===== src/rtl/pixel_ctrl_pkg.sv =====
// Shared definitions for the pixel frame sequencer.
//   state_t    : frame sequencer states
//   DEF_*      : default sizing constants
//   phase_len  : number of cycles a state lasts once entered
//   max2       : integer max, used for counter sizing
package pixel_ctrl_pkg;

    typedef enum logic [2:0] {
        S_IDLE,
        S_ERASE,
        S_EXPOSE,
        S_CONVERT,
        S_READ,
        S_GAP,
        S_DONE
    } state_t;

    localparam int DEF_NUM_ROWS = 2;
    localparam int DEF_ADC_BITS = 8;
    localparam int DEF_C_ERASE  = 5;
    localparam int DEF_C_READ   = 4;
    localparam int DEF_EXP_BITS = 8;

    function automatic int max2(input int a, input int b);
        return (a > b) ? a : b;
    endfunction

    // An exposure of 0 cycles is stretched to 1 so EXPOSE is never skipped.
    function automatic int phase_len(input state_t s, input int exp_cycles,
                                     input int adc_bits, input int c_erase,
                                     input int c_read);
        case (s)
            S_ERASE:   return c_erase;
            S_EXPOSE:  return (exp_cycles == 0) ? 1 : exp_cycles;
            S_CONVERT: return 1 << adc_bits;
            S_READ:    return c_read;
            default:   return 1;
        endcase
    endfunction

endpackage


===== src/rtl/pixel_frame_ctrl_cycle_timer.sv =====
// Loadable down-counter timing every sequencer phase.
//   clk, reset : clock, async active-low reset
//   load       : load load_val this cycle (phase entry)
//   load_val   : phase length minus one
//   tc         : terminal count, high on the last cycle of the phase
module cycle_timer #(
    parameter int W = 8
) (
    input  logic         clk,
    input  logic         reset,
    input  logic         load,
    input  logic [W-1:0] load_val,
    output logic         tc
);

    logic [W-1:0] cnt;

    always_ff @(posedge clk or negedge reset) begin
        if (!reset)           cnt <= '0;
        else if (load)        cnt <= load_val;
        else if (cnt != '0)   cnt <= cnt - 1'b1;
    end

    assign tc = (cnt == '0);

endmodule


===== src/rtl/pixel_frame_ctrl.sv =====
// Frame sequencer for the pixel array: erase -> expose -> convert -> row
// readout, with one idle turnaround cycle between row windows so no two rows
// ever drive the shared pixdata buses together.
//   clk, reset   : clock, async active-low reset
//   frame_en     : run frames (sampled in IDLE and DONE)
//   expose_len   : exposure cycles, latched at frame start
//   erase/expose/convert : global phase strobes
//   adc_count    : ramp count broadcast during convert, 0 otherwise
//   read_row     : one-hot row read select
//   row_idx      : current / last selected row
//   sample       : last cycle of a row window, pixdata valid
//   frame_done   : one-cycle end-of-frame pulse
//   busy         : high outside IDLE
module pixel_frame_ctrl
    import pixel_ctrl_pkg::*;
#(
    parameter int NUM_ROWS = DEF_NUM_ROWS,
    parameter int ADC_BITS = DEF_ADC_BITS,
    parameter int C_ERASE  = DEF_C_ERASE,
    parameter int C_READ   = DEF_C_READ,
    parameter int EXP_BITS = DEF_EXP_BITS,
    localparam int RW      = (NUM_ROWS > 1) ? $clog2(NUM_ROWS) : 1
) (
    input  logic                clk,
    input  logic                reset,
    input  logic                frame_en,
    input  logic [EXP_BITS-1:0] expose_len,
    output logic                erase,
    output logic                expose,
    output logic                convert,
    output logic [ADC_BITS-1:0] adc_count,
    output logic [NUM_ROWS-1:0] read_row,
    output logic [RW-1:0]       row_idx,
    output logic                sample,
    output logic                frame_done,
    output logic                busy
);

    // Timer must hold the longest phase minus one.
    localparam int TW = max2(max2(ADC_BITS, EXP_BITS),
                             max2($clog2(C_ERASE + 1), $clog2(C_READ + 1)));

    state_t              state, state_next;
    logic [EXP_BITS-1:0] exp_reg;
    logic [ADC_BITS-1:0] adc;
    logic [RW-1:0]       row;
    logic                tc;
    logic                load;
    logic [TW-1:0]       load_val;

    always_ff @(posedge clk or negedge reset) begin
        if (!reset) state <= S_IDLE;
        else        state <= state_next;
    end

    always_comb begin
        state_next = state;
        case (state)
            S_IDLE:    if (frame_en) state_next = S_ERASE;
            S_ERASE:   if (tc) state_next = S_EXPOSE;
            S_EXPOSE:  if (tc) state_next = S_CONVERT;
            S_CONVERT: if (tc) state_next = S_READ;
            S_READ:    if (tc) state_next = (row == RW'(NUM_ROWS - 1)) ? S_DONE : S_GAP;
            S_GAP:     state_next = S_READ;
            S_DONE:    state_next = frame_en ? S_ERASE : S_IDLE;
            default:   state_next = S_IDLE;
        endcase

        // Every state change starts a new phase; GAP always separates two
        // READ windows, so a state change is a reliable phase-entry marker.
        load     = (state_next != state);
        load_val = TW'(phase_len(state_next, int'(exp_reg), ADC_BITS, C_ERASE, C_READ) - 1);

        erase      = (state == S_ERASE);
        expose     = (state == S_EXPOSE);
        convert    = (state == S_CONVERT);
        read_row   = '0;
        sample     = 1'b0;
        if (state == S_READ) begin
            read_row = NUM_ROWS'(1) << row;
            sample   = tc;
        end
        frame_done = (state == S_DONE);
        busy       = (state != S_IDLE);
    end

    cycle_timer #(.W(TW)) u_timer (
        .clk      (clk),
        .reset    (reset),
        .load     (load),
        .load_val (load_val),
        .tc       (tc)
    );

    always_ff @(posedge clk or negedge reset) begin
        if (!reset)
            exp_reg <= '0;
        else if ((state == S_IDLE || state == S_DONE) && frame_en)
            exp_reg <= expose_len;
    end

    // Count is zero on entry and clears as the phase ends, so it reads 0 in
    // every state other than CONVERT.
    always_ff @(posedge clk or negedge reset) begin
        if (!reset)
            adc <= '0;
        else if (state == S_CONVERT && state_next == S_CONVERT)
            adc <= adc + 1'b1;
        else
            adc <= '0;
    end

    // row keeps the last selected row through DONE and into a back-to-back
    // frame; it only clears on return to IDLE or at the start of readout.
    always_ff @(posedge clk or negedge reset) begin
        if (!reset)
            row <= '0;
        else if (state == S_CONVERT && state_next == S_READ)
            row <= '0;
        else if (state == S_GAP)
            row <= row + 1'b1;
        else if (state_next == S_IDLE)
            row <= '0;
    end

    assign adc_count = adc;
    assign row_idx   = row;

endmodule


===== config.mk =====
export PLATFORM = sky130hd
export DESIGN_NAME = pixel_frame_ctrl
export DESIGN_NICKNAME = d
export VERILOG_FILES = /design/src/rtl/pixel_ctrl_pkg.sv /design/src/rtl/pixel_frame_ctrl_cycle_timer.sv /design/src/rtl/pixel_frame_ctrl.sv
export SDC_FILE = /design/constraint.sdc
export NUM_CORES = 1
export LEC_CHECK = 0
export BUFFER_PORTS_ARGS = -buffer_cell sky130_fd_sc_hd__buf_2
export CORE_MARGIN = 5
export CORE_UTILIZATION = 51
export CTS_BUF_LIST = sky130_fd_sc_hd__clkbuf_8 sky130_fd_sc_hd__clkbuf_16
export CTS_CLUSTER_DIAMETER = 150
export DETAILED_ROUTE_END_ITERATION = 6
export GPL_TIMING_DRIVEN = 0
export PLACE_DENSITY_LB_ADDON = 0.25
export SLEW_MARGIN = 10
export SYNTH_ARGS = -nofsm -noshare
export SYNTH_HDL_FRONTEND = slang
export SYNTH_SLANG_ARGS = --single-unit

===== constraint.sdc =====
create_clock -name clk -period 3.5 [get_ports clk]
set_input_delay 0.525 -clock clk [delete_from_list [all_inputs] [get_ports clk]]
set_output_delay 0.525 -clock clk [all_outputs]
set_load 0.02 [all_outputs]

== Word-level counts from Yosys, hierarchy flattened ==
Index checks and enable logic that the tools add are counted.

* $add $sub $neg: 4
* $mul: 0
* Div/mod/pow operators: 0
* Magnitude comparators: 0
* Equal/unequal tests: 11
* Shift operators: 1
* Mux-type cells: 18
* Bitwise logic cells: 0
* Reductions and logical operators: 12

{| class="wikitable"
|+ Operator list
! kind !! number
|-
| $mux 8 || 4
|-
| $pmux 8 s4 || 1
|-
| $pmux 3 s7 || 1
|-
| $logic_not 8->1 || 2
|-
| $mux 3 || 5
|-
| $eq 3x2->1 const B || 4
|-
| $eq 3x3->1 const B || 4
|-
| $add 8x1->8 const B || 1
|-
| $reduce_bool 8->1 || 1
|-
| $sub 8x1->8 const B || 1
|-
| $sub 8x2->8 const B || 1
|-
| $eq 3x1->1 const B || 2
|-
| $logic_not 3->1 || 2
|-
| $reduce_bool 3->1 || 2
|-
| $mux 1 || 5
|-
| $mux 2 || 2
|-
| $logic_and 1x1->1 || 3
|-
| $ne 3x3->1 || 1
|-
| $reduce_bool 2->1 || 1
|-
| $shl 1x1->2 const A || 1
|-
| $add 1x1->1 const B || 1
|-
| $logic_or 1x1->1 || 1
|}

* Bits in registers: 28
* Bits in latches: 0
* Memory bits (writable): 0
* Bits in read-only memories: 0
* Output and inout bits: 17
* Word-level logic and storage cells: 51
* Memories kept: 0

== Longest topological paths before layout ==
* Word-level depth: 7
* Mapped depth: 16
* Gate-level depth less buffers: 14

== Hierarchy ==
From an unflattened synthesis, not the netlist that was laid out.

* Cells, all modules: 217
* Area, all modules: 1918.1 um2

{| class="wikitable"
|+ By module, submodules not included
! module !! instances !! cells an instance !! area each (um2)
|-
| pixel_frame_ctrl || 1 || 163 || 1441.4
|-
| cycle_timer || 1 || 54 || 476.7
|}

== Worst setup path before layout ==
Ideal clock, no wire load.

* Kind: register to register
* Start point: register u_timer.cnt[0]
* End point: register u_timer.cnt[6]
* Library setup time: 140 ps
* Arrival time: 3181 ps
* Required time: 3360 ps
* Setup slack: 179 ps
* Stages on the path, launching flop included: 14
* Buffers on the path: 1
* Clock period less this slack: 3321 ps
* Cells stage by stage: dfrtp_1 -> inv_1 -> ha_1 -> nor4b_4 -> o2111ai_1 -> and2_4 -> or4_4 -> a31oi_4 -> ha_1 -> clkbuf_1 -> nand4_1 -> or3_1 -> a31oi_1 -> o32ai_1

* Longest elaborated chain between the ends: 7

{| class="wikitable"
|+ RTL lines
! what !! RTL line !! source
|-
| from (decl) || pixel_frame_ctrl_cycle_timer.sv:16 || <nowiki>logic [W-1:0] cnt;</nowiki>
|-
| from (signal assigned) || pixel_frame_ctrl_cycle_timer.sv:20 || <nowiki>else if (load) cnt <= load_val;</nowiki>
|-
| from (signal assigned) || pixel_frame_ctrl_cycle_timer.sv:21 || <nowiki>else if (cnt != '0) cnt <= cnt - 1'b1;</nowiki>
|-
| $logic_not 8->1 || pixel_frame_ctrl_cycle_timer.sv:24 || <nowiki>assign tc = (cnt == '0);</nowiki>
|-
| $mux 3, on equally long branches || n/a ||
|-
| $pmux 3 s7 || pixel_frame_ctrl.sv:58 || <nowiki>case (state)</nowiki>
|-
| $eq 3x3->1, or another cell as far along || pixel_ctrl_pkg.sv:32 || <nowiki>case (s)</nowiki>
|-
| $pmux 8 s4 || pixel_ctrl_pkg.sv:32 ||
|-
| $sub 8x2->8 || pixel_frame_ctrl.sv:72 || <nowiki>load_val = TW'(phase_len(state_next, int'(exp_reg), ADC_BITS, C_ERASE, C_READ) - 1);</nowiki>
|-
| $mux 8 || pixel_frame_ctrl_cycle_timer.sv:20 ||
|}

Parallel ways exist; a longest one is shown, timed or not. The select of a mux whose other input is x is not followed.
A chain may end at the register's enable or synchronous reset.

== Worst setup path after layout ==
Same ends and word-level chain as after synthesis.

==> flow_metrics.py <==
metrics = {
    "outcome": {
        "status": "finished clean",
    },
    "hold_path": {
        "hold_class": "input pin to asynchronous set/reset pin",
    },
    "job": {
        "cap_violations": 0,
    },
    "global_route": {
        "grt_max_degree": 29,
        "grt_overflow": 0,
        "grt_use_total": 0.198,
        "grt_antenna_before_repair": 0,
        "grt_pass1_vias": 1741,
        "grt_pass1_wl_um": 8180,
    },
    "pwr": {
        "p_per_area_nw_per_um2": 934,
        "irDropWorstVdd_mv": 0.386,
        "p_leak_uw": 0.00108,
    },
    "drt": {
        "dr_total_vias": 1853,
        "drc_errors": 0,
        "via_per_inst": 5.90,
        "totalWireLength_um": 4950,
        "final_antenna_net_count": 0,
        "drt_iter0_drc": 178,
        "wire_per_inst_um": 15.7,
        "drtPass1Iterations": 5,
    },
    "die": {
        "dieArea_um2": 5270,
        "start_util": 0.537,
        "fp.dieW_um": 72.6,
        "die_y_um": 72.6,
        "ios": 28,
        "core_area_um2": 3720,
        "rows": 22,
    },
    "timing": {
        "final_hold_viol_count": 0,
        "period_share": 0.968,
        "slew_headroom": 0.581,
        "worst_pin_slew_ps": 628,
        "period_needed_ps": 3390,
        "finalSetupViolations": 0,
        "skew_ps": 7.02,
        "rsz0062_at_grt": "no",
        "fmax_mhz": 295,
        "slew_violations": 0,
        "hold_ws_ps": 245,
    },
    "yosys": {
        "ys_types": 58,
        "synthCells": 235,
        "yosys_warnings": 0,
        "async_reset_ff_frac": 1.00,
        "synth_ff_type": "dfrtp_1",
        "synth_area_per_cell_um2": 8.50,
        "synth_fp_nets": 249,
        "synth-seq-area-share": 0.351,
        "synth-seq-cells": 28,
        "netlist_area_um2": 2000,
        "synth_edf_count": 0,
    },
    "cts": {
        "htree_levels": 1,
        "path_clk_slew_ps": 100,
        "cts_root_buf": "clkbuf_8",
        "cts_made_buffers": 3,
        "cts_num_sinks": 28,
        "cts_tree": "done",
        "cts_buffer_depth": 2,
        "worstSkewPairLatency_ps": 280,
    },
    "place": {
        "gp_congestion": 0.960,
        "hpwl_um": 3670,
        "dp.cells": 310,
        "io_buffers": 27,
    },
    "critical_path": {
        "endpoint_kind": "flop",
        "critPathArrivalTime_ps": 3540,
        "worst-setup-path-type": "flop to flop",
        "cp.required_ps": 3650,
        "cp-start-kind": "flop",
        "crit_fanout": 7,
        "rr_worst_depth": 12,
    },
    "finish": {
        "drive_above_1_share": 0.211,
        "antenna_cells": 0,
        "mostFrequentLayoutCells": "34 x nand2_1, 28 x buf_2, 28 x dfrtp_1",
        "nNetsFinal": 281,
        "mostFrequentLayoutCell": "nand2_1",
        "synthToLayoutAreaGrowth_pct": 15.5,
        "final_cells": 314,
    },
}
## layout make-up
cell class / instances / area, µm²
fill: 346 / 1410
multi-input combinational: 182 / 1230
sequential: 28 / 701
timing repair buffer: 28 / 143
tap: 48 / 60.1
inverter: 13 / 53.8
buffer: 11 / 46.3
clock buffer: 3 / 41.3
clock inverter: 1 / 30.0
## layer usage
layer	wire, µm	track usage	part of all wire	vias to the layer above
li1	-	-	-	898
met1	2140	0.262	0.43	868
met2	2340	0.323	0.47	75
met3	356	0.0289	0.072	12
met4	112	0.0840	0.023	0
met5	0	0	0	-
## worst max-delay path, cell delays in order, from the launching register on
cell and delay, ps:
dfrtp_1 420, inv_1 130, ha_4 180, nor4b_4 350
o2111ai_2 210, and2_4 210, or4_4 520, a31oi_4 250
ha_4 220, nand4_1 110, or3_1 370, a31oi_1 190
o32ai_1 100
## Yosys cell counts (all sizes together), types with 3 or more instances
cell / count / area share
a211o: 4 / 0.018
a21oi: 13 / 0.033
a31oi: 8 / 0.033
and3: 5 / 0.016
clkbuf: 10 / 0.019
dfrtp: 28 / 0.35
ha: 3 / 0.019
inv: 12 / 0.025
nand2: 35 / 0.070
nand2b: 4 / 0.013
nand3: 9 / 0.023
nor2: 21 / 0.049
nor2b: 5 / 0.016
nor3: 12 / 0.043
nor4: 3 / 0.013
o21ai: 11 / 0.029
or3: 5 / 0.016
xnor2: 6 / 0.026
xor2: 6 / 0.026
## what timing repair did
action / 4_1_cts / 5_1_grt
endpoints found under the setup margin: 1 / 1
pin swaps: 0 / 2
buffers inserted: 1 / 0
hold buffers: 0 / 0
gates resized for setup: 2 / 6
hold endpoints to repair: 0 / 0
## where the power goes
group / internal, µW / switching [µW]
Sequential: 439 / 139
Combinational: 521 / 795
Clock: 153 / 107
Total: 1110 / 1040
## metrics by stage
step,setup slack [ps],util,instance area (µm²),power (µW),TNS (ps)
after CTS,61.8,0.613,2280,2120,0
after global routing,10.2,0.621,2310,2310,0
after floorplan,179,-,2000,1530,0
after global placement,-357,0.590,2190,1800,-357
final,114,0.621,2310,2160,0
after detailed placement,-371,0.590,2190,1820,-371
## logic make-up after synthesis
group	synth area share
DFF	0.351
muxes	0.0157
AOI/OAI and AO/OA	0.204
adders and majority gates	0.0188
buffers and inverters	0.0520
and+or+nand+nor	0.306
xor gates and xnor gates	0.0526
## final timing paths
check	from	end	slack [ps]
worst max-delay path	u_timer.cnt[0]	u_timer.cnt[6]	110
worst min-delay path	reset	adc_count[3]	240
worst max register to register	u_timer.cnt[0]	u_timer.cnt[6]	110
worst min register to register	adc_count[0]	adc_count[0]	520
max in group asynchronous	reset	u_timer.cnt[4]	2840
min in group clk	expose_len[6]	exp_reg[6]	420
No activity file was read; power rests on OpenSTA's default activity.
